$ cat src/rtl/counter_driver.sv
// counter_driver: client-side sequencer for one Counter instance.
// Accepts a job of N back-to-back runs, fires startSignal once per run when the
// Counter is ready, totals busy-high cycles, and guards each run with a watchdog.
module counter_driver #(
  parameter int unsigned MAX_AMOUNT = 22,
  parameter int unsigned SLACK      = 8,
  parameter int unsigned CNT_W      = 8,
  parameter int unsigned TOT_W      = 24
) (
  input  logic             CLK,
  input  logic             RST,
  input  logic             run__ENA,
  input  logic [CNT_W-1:0] run_count,
  output logic             run__RDY,
  output logic             done__ENA,
  input  logic             done__RDY,
  output logic [TOT_W-1:0] done_cycles,
  output logic             done_error,
  output logic             active,
  output logic             startSignal__ENA,
  input  logic             startSignal__RDY,
  input  logic             busy,
  input  logic             busy__RDY
);

  localparam int unsigned LIMIT = MAX_AMOUNT + SLACK;
  localparam int unsigned TMR_W = $clog2(LIMIT + 1);

  typedef enum logic [2:0] {
    IDLE,
    ISSUE,
    ARM,
    RUN,
    REPORT
  } state_t;

  state_t             state;
  logic [CNT_W-1:0]   remaining;
  logic [TOT_W-1:0]   total;
  logic               errFlag;
  logic [TMR_W-1:0]   timer;

  logic [TMR_W-1:0]   timerNext;
  logic [TOT_W-1:0]   totalInc;
  logic               trip;
  logic               busyValid;

  // Handshake outputs and per-cycle helper values.
  always_comb begin
    run__RDY         = (state == IDLE);
    active           = (state != IDLE);
    done__ENA        = (state == REPORT) && done__RDY;
    startSignal__ENA = (state == ISSUE) && startSignal__RDY && busy__RDY;
    done_cycles      = total;
    done_error       = errFlag;
    timerNext        = timer + 1'b1;
    totalInc         = (total == '1) ? total : total + 1'b1;
    // The watchdog trips on the cycle the timer would reach the limit; that
    // cycle's busy sample is not added to the total.
    trip             = (timerNext == TMR_W'(LIMIT));
    busyValid        = busy && busy__RDY;
  end

  // Job sequencer: state, run counter, busy total, error flag and run timer.
  always_ff @(posedge CLK or posedge RST) begin
    if (RST) begin
      state     <= IDLE;
      remaining <= '0;
      total     <= '0;
      errFlag   <= 1'b0;
      timer     <= '0;
    end else begin
      case (state)
        IDLE: begin
          if (run__ENA) begin
            total   <= '0;
            errFlag <= 1'b0;
            if (run_count != '0) begin
              remaining <= run_count;
              state     <= ISSUE;
            end else begin
              state <= REPORT;
            end
          end
        end
        ISSUE: begin
          if (startSignal__ENA) begin
            timer <= '0;
            state <= ARM;
          end
        end
        ARM: begin
          timer <= timerNext;
          if (trip) begin
            errFlag <= 1'b1;
            state   <= REPORT;
          end else if (busyValid) begin
            total <= totalInc;
            state <= RUN;
          end
        end
        RUN: begin
          timer <= timerNext;
          if (trip) begin
            errFlag <= 1'b1;
            state   <= REPORT;
          end else if (busy__RDY) begin
            if (busy) begin
              total <= totalInc;
            end else begin
              remaining <= remaining - 1'b1;
              state     <= (remaining == CNT_W'(1)) ? REPORT : ISSUE;
            end
          end
        end
        REPORT: begin
          if (done__ENA) state <= IDLE;
        end
        default: state <= IDLE;
      endcase
    end
  end

endmodule

$ cat config.mk
export PLATFORM = sky130hd
export DESIGN_NAME = counter_driver
export DESIGN_NICKNAME = d
export VERILOG_FILES = /design/src/rtl/counter_driver.sv
export SDC_FILE = /design/constraint.sdc
export NUM_CORES = 1
export LEC_CHECK = 0
export CAP_MARGIN = 40
export CORE_MARGIN = 5
export CORE_UTILIZATION = 57
export DETAILED_ROUTE_END_ITERATION = 10
export DONT_BUFFER_PORTS = 1
export PLACE_DENSITY = 0.8
export SETUP_SLACK_MARGIN = 0.3
export SYNTH_ARGS = -nofsm -noshare
export SYNTH_HDL_FRONTEND = slang
export SYNTH_SLANG_ARGS = --single-unit
$ cat constraint.sdc
create_clock -name CLK -period 4.75 [get_ports CLK]
set_input_delay 0.95 -clock CLK [delete_from_list [all_inputs] [get_ports CLK]]
set_output_delay 0.95 -clock CLK [all_outputs]
set_load 0.01 [all_outputs]
==> results of run 1 <==
## area by class of cell
type                       instances  share of cell area, %
sequential                        41                   36.7
clock inverter                     2                  0.358
timing repair buffer               4                   1.34
tap                               54                   2.42
inverter                          12                   1.61
clock buffer                       6                   2.60
multi-input combinational        245                   55.0
## critical path, stage by stage, from the launching register on
cell and delay (ns):
dfrtp_1 0.63, nand3_1 0.22, nor3_1 0.66
## registers in the layout, indices dropped and copies added, names as in the netlist
signal,count
timer,5
done_error,1
remaining,8
state,3
done_cycles,24
## worst paths after layout
kind | from | to
setup / recovery | state[0] | startSignal__ENA
hold / removal | remaining[6] | remaining[6]
setup reg to reg | state[1] | remaining[5]
hold reg to reg | remaining[6] | remaining[6]
max in group asynchronous | RST | done_cycles[1]
min in group asynchronous | RST | done_cycles[14]
## Yosys cell counts, drive strengths merged (2+ instances only)
cell and count:
nand2b 2, or2 3, or3 2, nor2b 4, o211ai 2, ha 5
o31ai 32, nand3 18, o41ai 7, clkbuf 7, nor2 21, o21ai 20
xor2 3, dfrtp 41, nand2 27, or4 3, nand4 12, inv 12
o22ai 5, and3 5, a41oi 3, a21oi 14, nand3b 2, a31oi 10
buf 14, and2 6, nor4 12, a22oi 9, nor3 7
## per-stage QoR
| step | power, mW | worst slack (ns) |
|---|---|---|
| floorplan | 1.01 | 2.29 |
| global placement | 1.08 | 2.00 |
| detailed placement | 1.11 | 2.05 |
| CTS | 1.34 | 1.96 |
| global route | 1.44 | 1.73 |
| finish | 1.34 | 1.99 |
## cells by family after synthesis
family | Yosys count | synth area share (%)
compound gates | 108 | 27.4
xor+xnor | 3 | 0.964
fa+ha+maj | 5 | 2.30
buf+inv | 33 | 5.92
flops | 41 | 37.6
simple gates | 129 | 25.8
## routing by layer
layer	routed length [um]	global-route usage (%)
met1	2850	30.3
met2	3010	32.2
met3	656	6.92
met4	75	6.87
met5	0	0
## power by group through the flow
stage | Sequential, mW | Clock [mW] | Combinational (mW)
2_1_floorplan | 0.490 | 0 | 0.518
3_3_place_gp | 0.549 | 0 | 0.527
3_5_place_dp | 0.555 | 0 | 0.554
4_1_cts | 0.548 | 0.231 | 0.558
5_1_grt | 0.569 | 0.250 | 0.625
6_report | 0.549 | 0.227 | 0.562
==> out/qor.txt, run 1 <==
synthesized area: 2730 sq um
Worst Setup End Kind: output port
Net count, final: 329
sequential share of the synthesized area: 37.6%
Via density: 7.05
Clock Skews: 0.00894 ns
average wire per standard cell: 18.1 um
area leader, netlist: dfrtp_1
post-CTS setup buffers: 0
PD cells: 478 nW/um^2
Die ar.: 6260 sq um
Internal Power: 730 uW
CTS Root Cell: clkbuf_8
r2r setup slk: 2.01 ns
Initial Utilization: 58.1%
Main synth FF type: dfrtp_1
Tmin final: 2.76 ns
placed cells: 356
Slew Viols, Final: 0
Die Y: 79.1 um
Worst-Margin Slew: 0.924 ns
startpoint types: flip-flop
Yosys Warn Count: 0
final WL: 6590 um
Final Cycle Share: 58.1%
library cells used by synthesis: 52
FP Rows: 25
Synth Net Count: 339
cts hold-fix bufs: 0
Core ar.: 4690 sq um
DR vias: 2565
Crit path required time: 3.80 ns
final hold vios: 0
worst hold path type: reg -> reg
DR DRC count: 0
number of synthesized flops with an enable pin: 0
worst reg2reg path depth: 5
largest cells by area after synthesis: dfrtp_1, o31ai_1, nand2_1
average size of a mapped cell: 8.54 sq um
Worst Path Max Fanout: 15
FFs w/ async S/R, synth: 100%
final setup vio count: 0
final hold slack: 0.523 ns
final non-filler cell total: 364
clock latency on the worst-skew pair: 0.30 ns
Sw Ratio: 45.4%
# port buffers: 0
Max Cap Violations: 0
vias in the first global route: 2216
sequential share of power: 41.0%
post-synthesis register bit count: 41
worst IR drop on VDD: 0.000258 V
area occupied by multi-input gates: 1540 sq um
Tot GR Track Use: 21.8%
Mapped Cells: 319
Post-CTS Resized: 0
placed cell areas: 2710 sq um
TritonCTS Buffers: 5
outcome: completed
WP data arrival: 1.81 ns
TritonCTS clock tree: yes
Final ANT Viol Nets: 0
storage element area: 1030 sq um
# IOs: 44
commonest cells after routing, fill and taps aside: dfrtp_1, o31ai_1, nand2_1
Die Wd: 79.1 um
Logic pwr share: 42.0%
share of cells above drive strength 1: 6.77%
1st-pass router iterations: 5
H-tree Lvls: 2
LEAKAGE: 1.11 nW
clk slew on worst S/H paths: 0.08 ns
RSZ-0062 raised after global routing: false
CTS max path bufs: 2
antenna cells: 0
final core occ: 59.6%
Setup TNS: 0 ns
Layout area overhead: 2.62%
global placement routability congestion: 0.847
Fmax: 363 MHz
initial antenna violation count: 0
DP Wirelength: 4610 um
DRT iter0 DRCs: 259
Remaining Overflow, GRT: 0
Sink Count: 41
WHS Path Cells: 2
most common cell after layout, fill and taps aside: dfrtp_1
clock share of power: 17.0%
top cell type's share of synthesized area: 37.6%
largest net degree at the start of global routing: 42
switching power: 608 uW
Slew HR: 38.0%
kind of critical path: reg -> out
Design Area, Final: 2800 sq um
first-pass GRT wire length: 10900 um
fill cell count: 424
No activity file was read; power rests on OpenSTA's default activity.
==> run 2, diff against run 1 <==
- PLACE_DENSITY: 0.8 -> 0.83
- clock period: 4.75 -> 2.3 ns (I/O delays scaled with it)
==> out/qor.txt, run 2 (synthesis gave the netlist of run 1 again) <==
Die Wd: 79.1 um (unchanged)
Core ar.: 4690 sq um (unchanged)
global placement routability congestion: 0.907 (was 0.847)
clock latency on the worst-skew pair: 0.32 ns (was 0.30 ns)
Tmin final: 2.08 ns
Slew HR: 52.5% (was 38.0%)
Via density: 7.69 (was 7.05)
Remaining Overflow, GRT: 0 (unchanged)
GRT met3 Usage: 7.71% (was 6.92%)
max reg flops: 24 (unchanged)
final hold slack: 0.167 ns (was 0.523 ns)
r2r setup slk: 0.22 ns (was 2.01 ns)
final WL: 9260 um (was 6590 um)
worst IR drop on VDD: 0.000696 V (was 0.000258 V)
final hold vios: 0 (unchanged)
largest net degree at the start of global routing: 42 (unchanged)
DRT iter0 DRCs: 563 (was 259)
Final ANT Viol Nets: 0 (unchanged)
# IOs: 44 (unchanged)
TritonCTS Buffers: 5 (unchanged)
Tot Pwr: 3.63 mW (was 1.34 mW)
Slew Viols, Final: 0 (unchanged)
Crit path required time: 2.48 ns (was 3.80 ns)
most common cell after layout, fill and taps aside: dfrtp_1 (unchanged)
H-tree Lvls: 2 (unchanged)
placed cells: 378 (was 356)
crit path cell chain: nand2b_1, buf_4, a41oi_1, o31ai_1, o41ai_2 (was nand3_1, nor3_1)
placed cell areas: 2880 sq um (was 2710 sq um)
average wire per standard cell: 23.1 um (was 18.1 um)
LEAKAGE: 1.37 nW (was 1.11 nW)
final setup vio count: 0 (unchanged)
Design Area, Final: 3390 sq um (was 2800 sq um)
commonest cells after routing, fill and taps aside: dfrtp_1, buf_4, o31ai_1 (was dfrtp_1, o31ai_1, nand2_1)
Tot GR Track Use: 24.0% (was 21.8%)
clk slew on worst S/H paths: 0.09 ns (was 0.08 ns)
DR DRC count: 0 (unchanged)
vias in the first global route: 2518 (was 2216)
Layout area overhead: 24.2% (was 2.62%)
first-pass GRT wire length: 12100 um (was 10900 um)
GR peak layer: met2 (unchanged)
startpoint types: flip-flop (unchanged)
FP Rows: 25 (unchanged)
# port buffers: 0 (unchanged)
DP Wirelength: 5140 um (was 4610 um)
CTS Root Cell: clkbuf_8 (unchanged)
antenna cells: 0 (unchanged)
RSZ-0062 raised after global routing: true (was false)
Initial Utilization: 58.1% (unchanged)
1st-pass router iterations: 6 (was 5)
Sink Count: 41 (unchanged)
Setup TNS: 0 ns (unchanged)
WP data arrival: 2.26 ns (was 1.81 ns)
GR Util met1: 30.3% (about the same)
final non-filler cell total: 401 (was 364)
Worst-Margin Slew: 0.705 ns (was 0.924 ns)
Worst Setup End Kind: flip-flop (was output port)
kind of critical path: reg -> reg (was reg -> out)
worst hold path type: in -> async (was reg -> reg)
slowest stage delay, CP: 0.59 ns (was 0.66 ns)
grt met2 use: 38.4% (was 32.2%)
DR vias: 3082 (was 2565)
CTS max path bufs: 2 (unchanged)
TritonCTS clock tree: yes (unchanged)
Clock Skews: 0.0118 ns (was 0.00894 ns)
Max Cap Violations: 0 (unchanged)
Worst Path Max Fanout: 12 (was 15)
Net count, final: 366 (was 329)
Die ar.: 6260 sq um (unchanged)
Fmax: 481 MHz
Crit-path slowest cell: dfrtp_1 (was nor3_1)
initial antenna violation count: 0 (unchanged)
share of cells above drive strength 1: 26.2% (was 6.77%)
PD cells: 1070 nW/um^2 (was 478 nW/um^2)
outcome: completed (unchanged)
Final Cycle Share: 90.3%
Die Y: 79.1 um (unchanged)
-- run 2: path summary, 6_finish.rpt --
path | from | endpoint | depth (start not counted)
max reg2reg | state[2] | done_cycles[14] | 5
max in group asynchronous | RST | done_cycles[3] | 2
min in group CLK | run_count[2] | remaining[2] | 2
min | RST | done_cycles[14] | 2
max | state[2] | done_cycles[14] | 5
min reg2reg | remaining[6] | remaining[6] | 2
-- run 2: repair_timing --
item	in CTS	in global routing
hold buffers	0	0
pin swaps	0	11
resized for setup	8	42
hold endpoints to repair	0	0
gates cloned	0	5
setup buffers	0	10
setup endpoints to repair	27	32
-- run 2: routing by layer --
layer  share of wire (%)  routed length, um
met4                 4.9                455
met2                  46               4250
met1                  36               3300
met3                  14               1250
met5                   0                  0
-- run 2: where the power goes --
group / leakage, nW / internal [mW] / total [mW] / switching [mW]
Clock: 0.0681 / 0.431 / 0.709 / 0.278
Combinational: 0.765 / 0.739 / 1.84 / 1.10
Sequential: 0.536 / 0.872 / 1.08 / 0.205
Total: 1.37 / 2.04 / 3.63 / 1.59
-- run 2: critical path: cells and delay by family (launching register included) --
family / cells / cell delay (ns)
flip-flops: 1 / 0.59
AND/OR/NAND/NOR: 1 / 0.48
AO/OA/AOI/OAI: 3 / 0.59
buffers and inverters: 1 / 0.28
-- run 2: cell type report --
type	instances	area, sq um
Multi-Input combinational cell	246	1730
Fill cell	296	1310
Sequential cell	41	1040
Timing Repair Buffer	40	370
Clock buffer	5	68.8
Tap cell	54	67.6
Clock inverter	3	65.1
Inverter	12	45.0
-- run 2: metrics by stage --
stage,setup slack (ns),util [%]
floorplan,0.326,-
detailed placement,0.0973,61.5
finish,0.223,72.2
global placement,0.230,61.5
CTS,0.298,64.9
global route,0.169,72.2
